### config.mk
export PLATFORM = sky130hd
export DESIGN_NAME = dc_bus_master_flat
export DESIGN_NICKNAME = d
export VERILOG_FILES = /design/src/rtl/dcbus_pkg.sv /design/src/rtl/dcbus_if.sv /design/src/rtl/dcbus_rd_assemble.sv /design/src/rtl/dc_bus_master.sv /design/src/flat_wrapper.sv
export SDC_FILE = /design/constraint.sdc
export NUM_CORES = 1
export LEC_CHECK = 0
export ABC_AREA = 1
export BUFFER_PORTS_ARGS = -buffer_cell sky130_fd_sc_hd__buf_4
export CAP_MARGIN = 10
export CORE_MARGIN = 5
export CORE_UTILIZATION = 31
export CTS_CLUSTER_SIZE = 14
export DETAILED_ROUTE_END_ITERATION = 6
export SLEW_MARGIN = 15
export SYNTH_ARGS = -nofsm -noshare
export SYNTH_HDL_FRONTEND = slang
export SYNTH_SLANG_ARGS = --single-unit
### constraint.sdc
create_clock -name clk -period 19 [get_ports clk]
set_clock_uncertainty 0.15 [all_clocks]
set_input_delay 2.85 -clock clk [delete_from_list [all_inputs] [get_ports clk]]
set_output_delay 2.85 -clock clk [all_outputs]
set_load 0.1 [all_outputs]
### src/rtl/dcbus_pkg.sv
// Shared types and constants for the D-cache miss bus master.
// State encodings, beat-count helper and response codes.
package dcbus_pkg;

  typedef logic [1:0] ws_t;
  typedef logic [1:0] rs_t;

  localparam ws_t WS_IDLE = 2'd0;
  localparam ws_t WS_ADDR = 2'd1;
  localparam ws_t WS_DATA = 2'd2;
  localparam ws_t WS_RESP = 2'd3;

  localparam rs_t RS_IDLE = 2'd0;
  localparam rs_t RS_ADDR = 2'd1;
  localparam rs_t RS_DATA = 2'd2;
  localparam rs_t RS_DLVR = 2'd3;

  localparam logic [1:0] RESP_OKAY = 2'b00;

  function automatic int beats(input int dw);
    return 128 / dw;
  endfunction

endpackage

### src/rtl/dcbus_if.sv
// Memory-side bus of the D-cache miss master.
// Write address/data/response and read address/data channels.
interface dcbus_if #(
  parameter int BUS_DW = 32
) ();

  logic              awvalid;
  logic              awready;
  logic [31:0]       awaddr;
  logic [7:0]        awlen;
  logic              wvalid;
  logic              wready;
  logic [BUS_DW-1:0] wdata;
  logic [BUS_DW/8-1:0] wstrb;
  logic              wlast;
  logic              bvalid;
  logic              bready;
  logic [1:0]        bresp;
  logic              arvalid;
  logic              arready;
  logic [31:0]       araddr;
  logic [7:0]        arlen;
  logic              rvalid;
  logic              rready;
  logic [BUS_DW-1:0] rdata;
  logic [1:0]        rresp;
  logic              rlast;

  modport master (
    output awvalid, awaddr, awlen,
    output wvalid, wdata, wstrb, wlast,
    output bready,
    output arvalid, araddr, arlen,
    output rready,
    input  awready, wready,
    input  bvalid, bresp,
    input  arready,
    input  rvalid, rdata, rresp, rlast
  );

  modport slave (
    input  awvalid, awaddr, awlen,
    input  wvalid, wdata, wstrb, wlast,
    input  bready,
    input  arvalid, araddr, arlen,
    input  rready,
    output awready, wready,
    output bvalid, bresp,
    output arready,
    output rvalid, rdata, rresp, rlast
  );

endinterface

### src/rtl/dcbus_rd_assemble.sv
// Refill beat counter and line register.
// Packs BUS_DW-wide beats into a 128-bit line, lowest beat first.
module dcbus_rd_assemble
  import dcbus_pkg::*;
#(
  parameter int BUS_DW = 32
) (
  input  logic              clk,
  input  logic              rst,
  input  logic [BUS_DW-1:0] beat,
  input  logic              en,
  input  logic              clr,
  output logic [127:0]      line,
  output logic              last_beat
);

  localparam int BEATS = beats(BUS_DW);
  localparam int CW = (BEATS > 1) ? $clog2(BEATS) : 1;
  localparam logic [CW-1:0] LAST = CW'(BEATS - 1);

  logic [CW-1:0] cnt;

  assign last_beat = (cnt == LAST);

  always_ff @(posedge clk or posedge rst) begin
    if (rst) begin
      cnt  <= '0;
      line <= '0;
    end else if (clr) begin
      cnt  <= '0;
      line <= '0;
    end else if (en) begin
      line[int'(cnt)*BUS_DW +: BUS_DW] <= beat;
      cnt <= last_beat ? '0 : cnt + 1'b1;
    end
  end

endmodule

### src/rtl/dc_bus_master.sv
// D-cache miss bus master: write-back and refill channels to memory.
// Optional watchdog abort enabled by defining DCBUS_TIMEOUT_EN.
module dc_bus_master
  import dcbus_pkg::*;
#(
  parameter int BUS_DW = 32,
  parameter int TO_CYC = 255
) (
  input  logic         clk,
  input  logic         rst,
  input  logic         dcw_start_rq,
  input  logic [31:0]  dcw_in_addr,
  input  logic [15:0]  dcw_in_mask,
  input  logic [127:0] dcw_in_data,
  output logic         dcw_finish_wresp,
  input  logic         dcr_start_rq,
  input  logic [31:0]  dcr_rin_addr,
  input  logic         rqfull_1,
  output logic [127:0] rdat_m_data,
  output logic         rdat_m_valid,
  output logic         finish_mrd,
  output logic         bus_err,
  dcbus_if.master      bus
);

  localparam int BEATS = beats(BUS_DW);
  localparam int SW = BUS_DW / 8;
  localparam int CW = (BEATS > 1) ? $clog2(BEATS) : 1;
  localparam logic [CW-1:0] LAST = CW'(BEATS - 1);

  ws_t           ws;
  rs_t           rs;
  logic          awvalid, wvalid, wlast, bready;
  logic [31:0]   awaddr;
  logic [127:0]  wline;
  logic [15:0]   wstrb_q;
  logic [CW-1:0] wcnt;
  logic          arvalid, rready, rd_pend, dlv_ph;
  logic [31:0]   araddr;
  logic [127:0]  line;
  logic          last_beat;
  logic          w_to, r_to;
  logic          w_err, r_err, wr_free;
  logic          unused_ok;

  assign unused_ok = ^{dcw_in_addr[3:0], dcr_rin_addr[3:0], 1'(TO_CYC)};

  assign bus.awvalid = awvalid;
  assign bus.awaddr  = awaddr;
  assign bus.awlen   = 8'(BEATS - 1);
  assign bus.wvalid  = wvalid;
  assign bus.wdata   = wline[BUS_DW-1:0];
  assign bus.wstrb   = wstrb_q[SW-1:0];
  assign bus.wlast   = wlast;
  assign bus.bready  = bready;
  assign bus.arvalid = arvalid;
  assign bus.araddr  = araddr;
  assign bus.arlen   = 8'(BEATS - 1);
  assign bus.rready  = rready;

  // A pending refill may go once the write is idle or retiring this edge.
  assign wr_free = (ws == WS_IDLE) || (bready && bus.bvalid);

`ifdef DCBUS_TIMEOUT_EN
  localparam int TB = $clog2(TO_CYC + 1);
  localparam int TW = (TB > 8) ? TB : 8;

  logic [TW-1:0] wto_cnt, rto_cnt;
  logic          w_wait, r_wait;

  assign w_wait = (awvalid && !bus.awready)
               || (wvalid && !bus.wready)
               || (bready && !bus.bvalid);
  assign r_wait = (arvalid && !bus.arready)
               || (rready && !bus.rvalid);
  assign w_to = w_wait && (wto_cnt == TW'(TO_CYC - 1));
  assign r_to = r_wait && (rto_cnt == TW'(TO_CYC - 1));

  always_ff @(posedge clk or posedge rst) begin
    if (rst) begin
      wto_cnt <= '0;
      rto_cnt <= '0;
    end else begin
      wto_cnt <= (w_wait && !w_to) ? wto_cnt + 1'b1 : '0;
      rto_cnt <= (r_wait && !r_to) ? rto_cnt + 1'b1 : '0;
    end
  end
`else
  assign w_to = 1'b0;
  assign r_to = 1'b0;
`endif

  assign w_err = (dcw_start_rq && ws != WS_IDLE)
              || (bready && bus.bvalid && bus.bresp != RESP_OKAY)
              || w_to;
  assign r_err = (dcr_start_rq && rs != RS_IDLE)
              || (rready && bus.rvalid
                  && (bus.rresp != RESP_OKAY
                      || bus.rlast != last_beat))
              || r_to;

  always_ff @(posedge clk or posedge rst) begin
    if (rst) bus_err <= 1'b0;
    else if (w_err || r_err) bus_err <= 1'b1;
  end

  // Data and strobes shift down one beat per transfer.
  always_ff @(posedge clk or posedge rst) begin
    if (rst) begin
      ws <= WS_IDLE;
      awvalid <= 1'b0;
      awaddr <= '0;
      wvalid <= 1'b0;
      wlast <= 1'b0;
      bready <= 1'b0;
      wline <= '0;
      wstrb_q <= '0;
      wcnt <= '0;
      dcw_finish_wresp <= 1'b0;
    end else begin
      dcw_finish_wresp <= 1'b0;
      if (w_to) begin
        ws <= WS_IDLE;
        awvalid <= 1'b0;
        wvalid <= 1'b0;
        wlast <= 1'b0;
        bready <= 1'b0;
        dcw_finish_wresp <= 1'b1;
      end else begin
        unique case (ws)
          WS_IDLE: if (dcw_start_rq) begin
            ws <= WS_ADDR;
            awaddr <= {dcw_in_addr[31:4], 4'h0};
            wline <= dcw_in_data;
            wstrb_q <= ~dcw_in_mask;
            awvalid <= 1'b1;
          end
          WS_ADDR: if (bus.awready) begin
            ws <= WS_DATA;
            awvalid <= 1'b0;
            wvalid <= 1'b1;
            wcnt <= '0;
            wlast <= (LAST == '0);
          end
          WS_DATA: if (bus.wready) begin
            if (wcnt == LAST) begin
              ws <= WS_RESP;
              wvalid <= 1'b0;
              wlast <= 1'b0;
              bready <= 1'b1;
            end else begin
              wcnt <= wcnt + 1'b1;
              wlast <= (wcnt + 1'b1 == LAST);
              wline <= wline >> BUS_DW;
              wstrb_q <= wstrb_q >> SW;
            end
          end
          WS_RESP: if (bus.bvalid) begin
            ws <= WS_IDLE;
            bready <= 1'b0;
            dcw_finish_wresp <= 1'b1;
          end
          default: ws <= WS_IDLE;
        endcase
      end
    end
  end

  always_ff @(posedge clk or posedge rst) begin
    if (rst) begin
      rs <= RS_IDLE;
      arvalid <= 1'b0;
      araddr <= '0;
      rready <= 1'b0;
      rd_pend <= 1'b0;
      dlv_ph <= 1'b0;
      rdat_m_valid <= 1'b0;
      rdat_m_data <= '0;
      finish_mrd <= 1'b0;
    end else begin
      rdat_m_valid <= 1'b0;
      finish_mrd <= 1'b0;
      if (r_to) begin
        rs <= RS_DLVR;
        arvalid <= 1'b0;
        rready <= 1'b0;
      end else begin
        unique case (rs)
          RS_IDLE: if (dcr_start_rq) begin
            rs <= RS_ADDR;
            araddr <= {dcr_rin_addr[31:4], 4'h0};
            if (ws != WS_IDLE || dcw_start_rq) rd_pend <= 1'b1;
            else arvalid <= 1'b1;
          end
          RS_ADDR: if (rd_pend) begin
            if (wr_free) begin
              rd_pend <= 1'b0;
              arvalid <= 1'b1;
            end
          end else if (bus.arready) begin
            rs <= RS_DATA;
            arvalid <= 1'b0;
            rready <= 1'b1;
          end
          RS_DATA: if (bus.rvalid && last_beat) begin
            rs <= RS_DLVR;
            rready <= 1'b0;
          end
          RS_DLVR: if (dlv_ph) begin
            rs <= RS_IDLE;
            dlv_ph <= 1'b0;
            finish_mrd <= 1'b1;
          end else if (!rqfull_1) begin
            dlv_ph <= 1'b1;
            rdat_m_valid <= 1'b1;
            rdat_m_data <= line;
          end
          default: rs <= RS_IDLE;
        endcase
      end
    end
  end

  dcbus_rd_assemble #(
    .BUS_DW(BUS_DW)
  ) u_asm (
    .clk       (clk),
    .rst       (rst),
    .beat      (bus.rdata),
    .en        (rready && bus.rvalid),
    .clr       (arvalid && bus.arready),
    .line      (line),
    .last_beat (last_beat)
  );

endmodule

### src/flat_wrapper.sv
// flat-port wrapper written by rule: the top's interface ports become plain ports
module dc_bus_master_flat import dcbus_pkg::*;
#(
  parameter int BUS_DW = 32,
  parameter int TO_CYC = 255
)
  (clk, rst, dcw_start_rq, dcw_in_addr, dcw_in_mask, dcw_in_data, dcw_finish_wresp, dcr_start_rq, dcr_rin_addr, rqfull_1, rdat_m_data, rdat_m_valid, finish_mrd, bus_err, bus_awvalid, bus_awaddr, bus_awlen, bus_wvalid, bus_wdata, bus_wstrb, bus_wlast, bus_bready, bus_arvalid, bus_araddr, bus_arlen, bus_rready, bus_awready, bus_wready, bus_bvalid, bus_bresp, bus_arready, bus_rvalid, bus_rdata, bus_rresp, bus_rlast);
  dcbus_if #(.BUS_DW(BUS_DW)) bus_i ();
  input  logic clk;
  input  logic rst;
  input  logic dcw_start_rq;
  input  logic [31:0] dcw_in_addr;
  input  logic [15:0] dcw_in_mask;
  input  logic [127:0] dcw_in_data;
  output logic dcw_finish_wresp;
  input  logic dcr_start_rq;
  input  logic [31:0] dcr_rin_addr;
  input  logic rqfull_1;
  output logic [127:0] rdat_m_data;
  output logic rdat_m_valid;
  output logic finish_mrd;
  output logic bus_err;
  output wire logic [$bits(bus_i.awvalid)-1:0] bus_awvalid;
  output wire logic [$bits(bus_i.awaddr)-1:0] bus_awaddr;
  output wire logic [$bits(bus_i.awlen)-1:0] bus_awlen;
  output wire logic [$bits(bus_i.wvalid)-1:0] bus_wvalid;
  output wire logic [$bits(bus_i.wdata)-1:0] bus_wdata;
  output wire logic [$bits(bus_i.wstrb)-1:0] bus_wstrb;
  output wire logic [$bits(bus_i.wlast)-1:0] bus_wlast;
  output wire logic [$bits(bus_i.bready)-1:0] bus_bready;
  output wire logic [$bits(bus_i.arvalid)-1:0] bus_arvalid;
  output wire logic [$bits(bus_i.araddr)-1:0] bus_araddr;
  output wire logic [$bits(bus_i.arlen)-1:0] bus_arlen;
  output wire logic [$bits(bus_i.rready)-1:0] bus_rready;
  input wire logic [$bits(bus_i.awready)-1:0] bus_awready;
  input wire logic [$bits(bus_i.wready)-1:0] bus_wready;
  input wire logic [$bits(bus_i.bvalid)-1:0] bus_bvalid;
  input wire logic [$bits(bus_i.bresp)-1:0] bus_bresp;
  input wire logic [$bits(bus_i.arready)-1:0] bus_arready;
  input wire logic [$bits(bus_i.rvalid)-1:0] bus_rvalid;
  input wire logic [$bits(bus_i.rdata)-1:0] bus_rdata;
  input wire logic [$bits(bus_i.rresp)-1:0] bus_rresp;
  input wire logic [$bits(bus_i.rlast)-1:0] bus_rlast;
  assign bus_awvalid = bus_i.awvalid;
  assign bus_awaddr = bus_i.awaddr;
  assign bus_awlen = bus_i.awlen;
  assign bus_wvalid = bus_i.wvalid;
  assign bus_wdata = bus_i.wdata;
  assign bus_wstrb = bus_i.wstrb;
  assign bus_wlast = bus_i.wlast;
  assign bus_bready = bus_i.bready;
  assign bus_arvalid = bus_i.arvalid;
  assign bus_araddr = bus_i.araddr;
  assign bus_arlen = bus_i.arlen;
  assign bus_rready = bus_i.rready;
  assign bus_i.awready = bus_awready;
  assign bus_i.wready = bus_wready;
  assign bus_i.bvalid = bus_bvalid;
  assign bus_i.bresp = bus_bresp;
  assign bus_i.arready = bus_arready;
  assign bus_i.rvalid = bus_rvalid;
  assign bus_i.rdata = bus_rdata;
  assign bus_i.rresp = bus_rresp;
  assign bus_i.rlast = bus_rlast;
  dc_bus_master #(.BUS_DW(BUS_DW), .TO_CYC(TO_CYC)) u_core (.clk(clk), .rst(rst), .dcw_start_rq(dcw_start_rq), .dcw_in_addr(dcw_in_addr), .dcw_in_mask(dcw_in_mask), .dcw_in_data(dcw_in_data), .dcw_finish_wresp(dcw_finish_wresp), .dcr_start_rq(dcr_start_rq), .dcr_rin_addr(dcr_rin_addr), .rqfull_1(rqfull_1), .rdat_m_data(rdat_m_data), .rdat_m_valid(rdat_m_valid), .finish_mrd(finish_mrd), .bus_err(bus_err), .bus(bus_i));
endmodule
# [After elaboration in Yosys (flattened, before gate mapping)]
# Index checks and enable logic that the tools add are counted.
[classes] addsub=3 n_eq_ne=25 n_shift=2 muxes=66 bitwise_logic=3 reduce_logical=41
[op_table] operator="$mux W128" count=5
[op_table] operator="$pmux W128 S2" count=1
[op_table] operator="$bwmux W128" count=1
[op_table] operator="$shift A32 B33 Y128 const A" count=1
[op_table] operator="$shiftx A32 B33 Y128" count=1
[op_table] operator="$mux W16" count=3
[op_table] operator="$neg A7 Y33" count=1
[op_table] operator="$mux W2" count=16
[op_table] operator="$pmux W16 S2" count=1
[op_table] operator="$mux W1" count=29
[op_table] operator="$reduce_bool A2 Y1" count=11
[op_table] operator="$reduce_and A4 Y1" count=5
[op_table] operator="$ne A2 B2 Y1 const B" count=9
[op_table] operator="$not A16 Y16" count=1
[op_table] operator="$pmux W2 S4" count=2
[op_table] operator="$reduce_and A5 Y1" count=3
[op_table] operator="$eq A2 B2 Y1 const B" count=7
[op_table] operator="$pmux W1 S2" count=7
[op_table] operator="$reduce_and A3 Y1" count=4
[op_table] operator="$logic_and A1 B1 Y1" count=8
[op_table] operator="$ne A2 B1 Y1 const B" count=4
[op_table] operator="$logic_or A1 B1 Y1" count=6
[op_table] operator="$add A2 B1 Y2 const B" count=2
[op_table] operator="$eq A2 B1 Y1 const B" count=2
[op_table] operator="other kinds (7)" count=10
[word_totals] ff_bits=476 in_bits=255 out_inout_bits=254 word_cells=162

# [Depth between registers and ports, before layout]
# Gate-level depths: netlist of the first run.
[depth] depth_word=6 depth_mapped=10 mapped_depth_nobuf=9

# [Hierarchy]
# From an unflattened synthesis of the first run, not the netlist that was laid out.
[hier_totals] cells_unflattened=2470 area_unflattened_um2=21306.7
[modules_own_cells] mod="dc_bus_master" n_inst=1 cells_each=1676 area_each_um2=15218.3 seq_area_each_um2=8658.3
[modules_own_cells] mod="dcbus_rd_assemble" n_inst=1 cells_each=794 area_each_um2=6088.3 seq_area_each_um2=3253.1

# [Least setup slack after synthesis of the first run]
# No wires, ideal clock.
[synth_timing] path_kind="reg2out" start="register u_core.arvalid, in the netlist u_core.bus.arvalid" end="output port bus_arvalid" t_arrival_ns=0.953 required_ns=16.000 path_slack_ns=15.047 path_stages_with_launch=1 cell_sequence="dfrtp_1"
[synth_lines] element="start: declaration" line_no="dc_bus_master.sv:38" rtl="logic arvalid, rready, rd_pend, dlv_ph;"
[synth_lines] element="start signal: assignment" line_no="dc_bus_master.sv:172" rtl="arvalid <= 1'b0;"
[synth_lines] element="start signal: assignment" line_no="dc_bus_master.sv:185" rtl="arvalid <= 1'b0;"
[synth_lines] element="start signal: assignment" line_no="dc_bus_master.sv:193" rtl="else arvalid <= 1'b1;"
[synth_lines] element="end: declaration" line_no="flat_wrapper.sv:31" rtl="output wire logic [$bits(bus_i.arvalid)-1:0] bus_arvalid;"
# No word-level cell between the ends.

# [Worst setup path in the final report of the first run]
[layout_timing] start="input port bus_wready" end="register u_core.wstrb_q[11]"
[layout_between] elab_chain_cells=2
[layout_lines] element="start: declaration" line_no="flat_wrapper.sv:36" rtl="input wire logic [$bits(bus_i.wready)-1:0] bus_wready;"
[layout_lines] element="$ne A2 B2 Y1 (no source line)"
[layout_lines] element="$reduce_and A4 Y1 (no source line)"
[layout_lines] element="end signal: assignment" line_no="dc_bus_master.sv:135" rtl="wstrb_q <= ~dcw_in_mask;"
[layout_lines] element="end signal: assignment" line_no="dc_bus_master.sv:155" rtl="wstrb_q <= wstrb_q >> SW;"
[layout_lines] element="end: declaration" line_no="dc_bus_master.sv:36" rtl="logic [15:0] wstrb_q;"
# Every way passes these cells.
# A chain may end at the register's enable or synchronous reset.

==> flow_metrics.tcl, run 1 <==
set metrics [dict create \
    status "finished clean" \
    firstDrtPassIters 5 \
    post_cts_buffers 0 \
    critPathKind "input pin to register" \
    p_per_area_mw_per_mm2 146 \
    ant_nets 0 \
    grt_pass1_wl_um 96500 \
    clk_latency_ps 580 \
    cts.sinks 476 \
    ys_ff_latch 476 \
    setup_tns_ps 0 \
    synth_area_leaders "dfrtp_1 (59%), nand2_1 (9.7%), o21ai_0 (8.7%)" \
    die_area_mm2 0.0708 \
    chipWidth_um 266 \
    worst-slew-pin-transition_ps 1180 \
    start_util_pct 31.4 \
    cts_tree "done" \
    rsz0062_at_grt "false" \
    drtIter0Drc 1225 \
    overflow 0 \
    synth_cells 2167 \
    setup_viol 0 \
    cts_resized 0 \
    antenna_found_initial 12 \
    grt.total_usage_pct 17.1 \
    min_period_ps 5250 \
    drv_slew 0 \
    num_vias 16166 \
    cp.required_ps 19270 \
    grt_max_degree 191 \
    drv_cap 0 \
    cts_hold_buf 0 \
    cts_buffers 54 \
    placed_area_mm2 0.0241 \
    clk_path_buf_depth 3 \
    portBuffers 476 \
    via_per_inst 4.68 \
    ys.warnings.count 0 \
    drive_above_1_share_pct 28.7 \
    dpl.hpwl_um 44000 \
    hold_violations 0 \
    hp-class "register to register" \
    post_synth_num_cell_types 31 \
    cts_root_buffer "clkbuf_16" \
    wire_per_inst_um 18.2 \
    cts.reportedPaths.clkPinSlew_ps 60 \
    rows 93 \
    dieHeight_um 266 \
    grt_pass1_vias 16442 \
    p_leak_nw 13.2 \
    crit_fanout 145 \
    fmax_mhz 191 \
    arrival_ps 5520 \
    core_mm2 0.0647 \
    syn_to_final_growth_pct 27.9 \
    cts.htree.levels 2 \
    synth_top_area_cell "dfrtp_1" \
    syn_area_mm2 0.0203 \
    seq_area_frac_synth_pct 58.6 \
    routabilityCongestion 0.864 \
    peakVddDrop_mv 0.0798 \
    finalInstanceArea_mm2 0.0260 \
    wl_um 62900 \
    relSlewSlack_pct 20.8 \
    fin_nets 2820 \
    end_kind "register" \
    drcViolationCount 0 \
    fillers 6446 \
    avgSynthCellArea_um2 9.38 \
    yosysTopAreaCellShare_pct 58.6 \
    boundaryPins 509 \
    critPathLaunchType "input pin" \
    fin_crit_sh_pct 27.6 \
]
## kinds of logic (layout without fill, tap and decap cells)
| group | count (synthesis) | count (layout) | synth area share, % |
|---|---|---|---|
| and+or+nand+nor | 744 | 744 | 15.6 |
| AOI/OAI and AO/OA | 527 | 527 | 13.9 |
| DFF | 476 | 476 | 58.6 |
| buffers and inverters | 372 | 772 | 9.17 |
| muxes | 28 | 28 | 1.55 |
| adders and majority gates | 18 | 18 | 1.11 |
| other | 2 | 32 | 0.0370 |
## sequential cells by signal, summed over array words and instances (netlist names), 2 cells and up
name,flops
u_core.u_asm.cnt,2
u_core.rdat_m_data,128
u_core.bus.awaddr,28
u_core.wline,128
u_core.bus.araddr,28
u_core.wstrb_q,16
u_core.u_asm.line,128
u_core.rs,2
u_core.wcnt,2
u_core.ws,2
## per-stage QoR
step                      power [W]  setup WS [ps]  utilization, %  hold WS [ps]  cells
after floorplan             0.00250           2720               -           292   2189
after global placement      0.00270          13110            37.2           312   3346
after detailed placement    0.00273          13020            37.2           314   3346
after CTS                   0.00385          13670            40.1           329   3444
after global routing        0.00401          13420            40.2           346   3450
final                       0.00381          13750            40.2           329   3452
## cell usage after synthesis
library cell and n:
nand2_1 527, dfrtp_1 476, o21ai_0 353, inv_1 177
o21ai_1 95, or2_2 77, buf_4 70, nand3_1 63
buf_2 54, nor2_1 45, clkbuf_1 44, o21ai_2 38
o22ai_1 37, mux2_2 28, nand4_1 24, buf_6 18
ha_1 18, buf_1 4, inv_2 3, a21oi_1 2
conb_1 2, nand2_2 2, nor3_1 2, clkbuf_2 1
clkinv_1 1, nand2_4 1, nor2_4 1, nor3_4 1
o21a_1 1, o21bai_1 1, or2_0 1
## report_power, final
group          total [W]  switching, W  internal (W)
Clock            0.00110      0.000433      0.000667
Sequential       0.00131      0.000103       0.00121
Combinational    0.00140       0.00104      0.000357
## critical path, stage by stage
cell	delay [ps]
buf_4	100
inv_1	40
o21ai_2	770
nand2_8	700
buf_4	710
nand2_1	170
o21ai_1	90
## layer usage
layer	wire length [µm]	global-route usage (%)	vias to the layer above	share of wire, %
li1	-	-	7716	-
met1	26700	22.8	7866	42
met2	30400	28.4	460	48
met3	3790	3.17	118	6.0
met4	2000	5.91	6	3.2
met5	41	0	-	0.065
## cells in the final DEF, fill, tap and decap left out, drive strengths merged
| cell type | instances |
|---|---|
| diode | 8 |
| clkinv | 11 |
| o21bai | 1 |
| mux2 | 28 |
| ha | 18 |
| clkinvlp | 2 |
| or2 | 78 |
| bufinv | 6 |
| nand2 | 530 |
| nand3 | 63 |
| buf | 493 |
| nor3 | 3 |
| inv | 184 |
| a21oi | 2 |
| nor2 | 46 |
| o21ai | 486 |
| conb | 24 |
| clkbuf | 76 |
| o21a | 1 |
| dfrtp | 476 |
| o22ai | 37 |
| nand4 | 24 |
## worst paths after layout
kind	start	endpoint	slack [ps]	cells past startpoint
worst min register to register	u_core.wstrb_q[15]$_DFFE_PP0P_	u_core.wstrb_q[15]$_DFFE_PP0P_	330	2
worst max-delay path	bus_wready	u_core.wstrb_q[11]$_DFFE_PP0P_	13750	7
worst min-delay path	u_core.wstrb_q[15]$_DFFE_PP0P_	u_core.wstrb_q[15]$_DFFE_PP0P_	330	2
min in group asynchronous	rst	u_core.bus.awaddr[24]$_DFFE_PP0P_	2240	2
worst max register to register	u_core.ws[0]$_DFFE_PP0P_	u_core.wstrb_q[11]$_DFFE_PP0P_	15000	9
max in group asynchronous	rst	u_core.rdat_m_data[10]$_DFFE_PP0P_	13960	4
## layout make-up
class	instances	area [µm²]	area share, %
multi-input cells	1341	6690	25.7
inverters	181	688	2.65
repair buffers	493	3720	14.3
clock inverters	22	299	1.15
flip-flops and latches	476	11900	45.8
diodes	8	20.0	0.0770
clock buffers	76	1600	6.14
well taps	855	1070	4.12
Power figures use the tool's default switching activity.
==> run 2, diff against run 1 <==
clock period = 5.4 ns   (was 19 ns; I/O delays follow)
==> run 2 against run 1 <==
  * Hold slack got worse by 83 ps
  * Wire length fell by 0.64%
  * Combinational power rose to 3.5 times the previous value
  * Die area did not move
  * Critical path type is now register to register
  * Global-route usage fell by 0.12 points
  * Largest power group unchanged
  * Largest cell class unchanged
==> flow_metrics.tcl, run 2 (same netlist as run 1, synthesis figures left out) <==
set metrics [dict create \
    post_cts_buffers 0 \
    chipWidth_um 266 \
    largestRegisters "u_core.rdat_m_data x128, u_core.u_asm.line x128, u_core.wline x128" \
    syn_to_final_growth_pct 27.9 \
    cts_buffers 52 \
    p_sw_share_pct 41.9 \
    cts.reportedPaths.clkPinSlew_ps 60 \
    dieHeight_um 266 \
    clk_latency_ps 600 \
    dpl.hpwl_um 44400 \
    rsz0062_at_grt "false" \
    power_frac_clock_pct 27.9 \
    rr_worst_depth 7 \
    cts.sinks 476 \
    r2r_slack_ps 1220 \
    p_leak_nw 13.2 \
    crit_start "u_core.ws[0]$_DFFE_PP0P_" \
    route.top_layer_used "met5" \
    wire_per_inst_um 18.1 \
    cts_tree "done" \
    hp-class "input pin to asynchronous set/reset pin" \
    arrival_ps 4460 \
    drtIter0Drc 916 \
    wl_um 62500 \
    grt_pass1_vias 16326 \
    critPathLaunchType "register" \
    drcViolationCount 0 \
    fmax_mhz 239 \
    cts.htree.levels 2 \
    portBuffers 476 \
    core_mm2 0.0647 \
    mostFrequentLayoutCells "nand2_1 (525), buf_4 (495), dfrtp_1 (476), o21ai_0 (353), inv_1 (176)" \
    fillers 6435 \
    p_comb_share_pct 37.3 \
    final_common_cell "nand2_1" \
    worst-slew-pin-transition_ps 1150 \
    setup_viol 0 \
    ant_nets 0 \
    dp_cells 3352 \
    drv_cap 0 \
    hold_violations 0 \
    clk_path_buf_depth 3 \
    rows 93 \
    p_per_area_mw_per_mm2 509 \
    status "finished clean" \
    num_vias 16063 \
    peakVddDrop_mv 0.356 \
    crit_fanout 99 \
    drive_above_1_share_pct 28.7 \
    end_kind "register" \
    wl_met1_um 27100 \
    min_period_ps 4180 \
    cts_hold_buf 0 \
    start_util_pct 31.4 \
    antenna_found_initial 11 \
    grt.total_usage_pct 17.0 \
    met3WireLength_um 3640 \
    wl_met2_um 29400 \
    regToRegStartpoint "u_core.ws[0]$_DFFE_PP0P_" \
    cp.required_ps 5680 \
    via_per_inst 4.65 \
    stdcell_count 3455 \
    cts_root_buffer "clkbuf_16" \
    p_int_w 0.00767 \
    die_area_mm2 0.0708 \
    grt_pass1_wl_um 96000 \
    drv_slew 0 \
    routabilityCongestion 0.856 \
    boundaryPins 509 \
    netSwitchingPower_w 0.00554 \
    fin_nets 2824 \
    total_power_w 0.0132 \
    grt_max_degree 150 \
    final_core_util_pct 40.1 \
    overflow 0 \
    p_seq_share_pct 34.8 \
    firstDrtPassIters 5 \
    fin_crit_sh_pct 77.4 \
    cts_resized 0 \
    relSlewSlack_pct 23.3 \
    fin_hold_ws_ps 245 \
    critPathKind "register to register" \
]
[run 2: cell count changes in the layout (fill, tap and decap cells not counted), sizes merged]
cell | previous run | this run
bufinv | 6 | 5
buf | 493 | 499
inv | 184 | 179
diode | 8 | 7
clkinv | 11 | 20
clkbuf | 76 | 71
[run 2: layout make-up]
cell class                 count  area, µm²  share of cell area (%)
clock buffer                  71       1470                    5.67
timing repair buffer         499       3800                    14.6
clock inverter                25        329                    1.27
tap                          855       1070                    4.12
sequential                   476      11900                    45.9
multi-input combinational   1341       6690                    25.8
inverter                     181        684                    2.63
antenna                        7       17.5                  0.0674
[run 2: final timing paths]
path | end
worst max-delay path | u_core.wline[121]$_DFFE_PP0P_
worst min-delay path | u_core.wline[53]$_DFFE_PP0P_
worst max register to register | u_core.wline[121]$_DFFE_PP0P_
worst min register to register | u_core.wline[103]$_DFFE_PP0P_
max in group asynchronous | u_core.bus.araddr[24]$_DFFE_PP0P_
min in group clk | u_core.u_asm.line[7]$_DFFE_PP0P_
[run 2: stage by stage]
step | setup slack, ps | area [µm²] | setup TNS (ps)
floorplan | -2010 | 20400 | -956180
detailed placement | 1220 | 24200 | 0
CTS | 1200 | 26000 | 0
global route | 804 | 26000 | 0
finish | 1220 | 26000 | 0
global placement | 1310 | 24200 | 0
[run 2: critical path, cell delays in order (launching register included)]
cell      delay [ps]
dfrtp_1          410
inv_1            150
ha_4             300
clkinv_2         540
o21ai_2         1040
nand2_8          530
inv_1            720
o21ai_0          180
[run 2: power groups by stage]
stage                     logic, W  clock network [W]  registers (W)
final                      0.00492            0.00369        0.00460
after global routing       0.00531            0.00395        0.00467
after CTS                  0.00497            0.00379        0.00460
after detailed placement   0.00496                  0        0.00466
after global placement     0.00488                  0        0.00463
after floorplan            0.00338                  0        0.00541
[run 2: routing by layer]
layer,vias to the layer above,GRT usage (%)
met5,-,0
met4,8,6.60
met3,125,3.47
met2,451,27.3
met1,7762,22.8
li1,7717,-
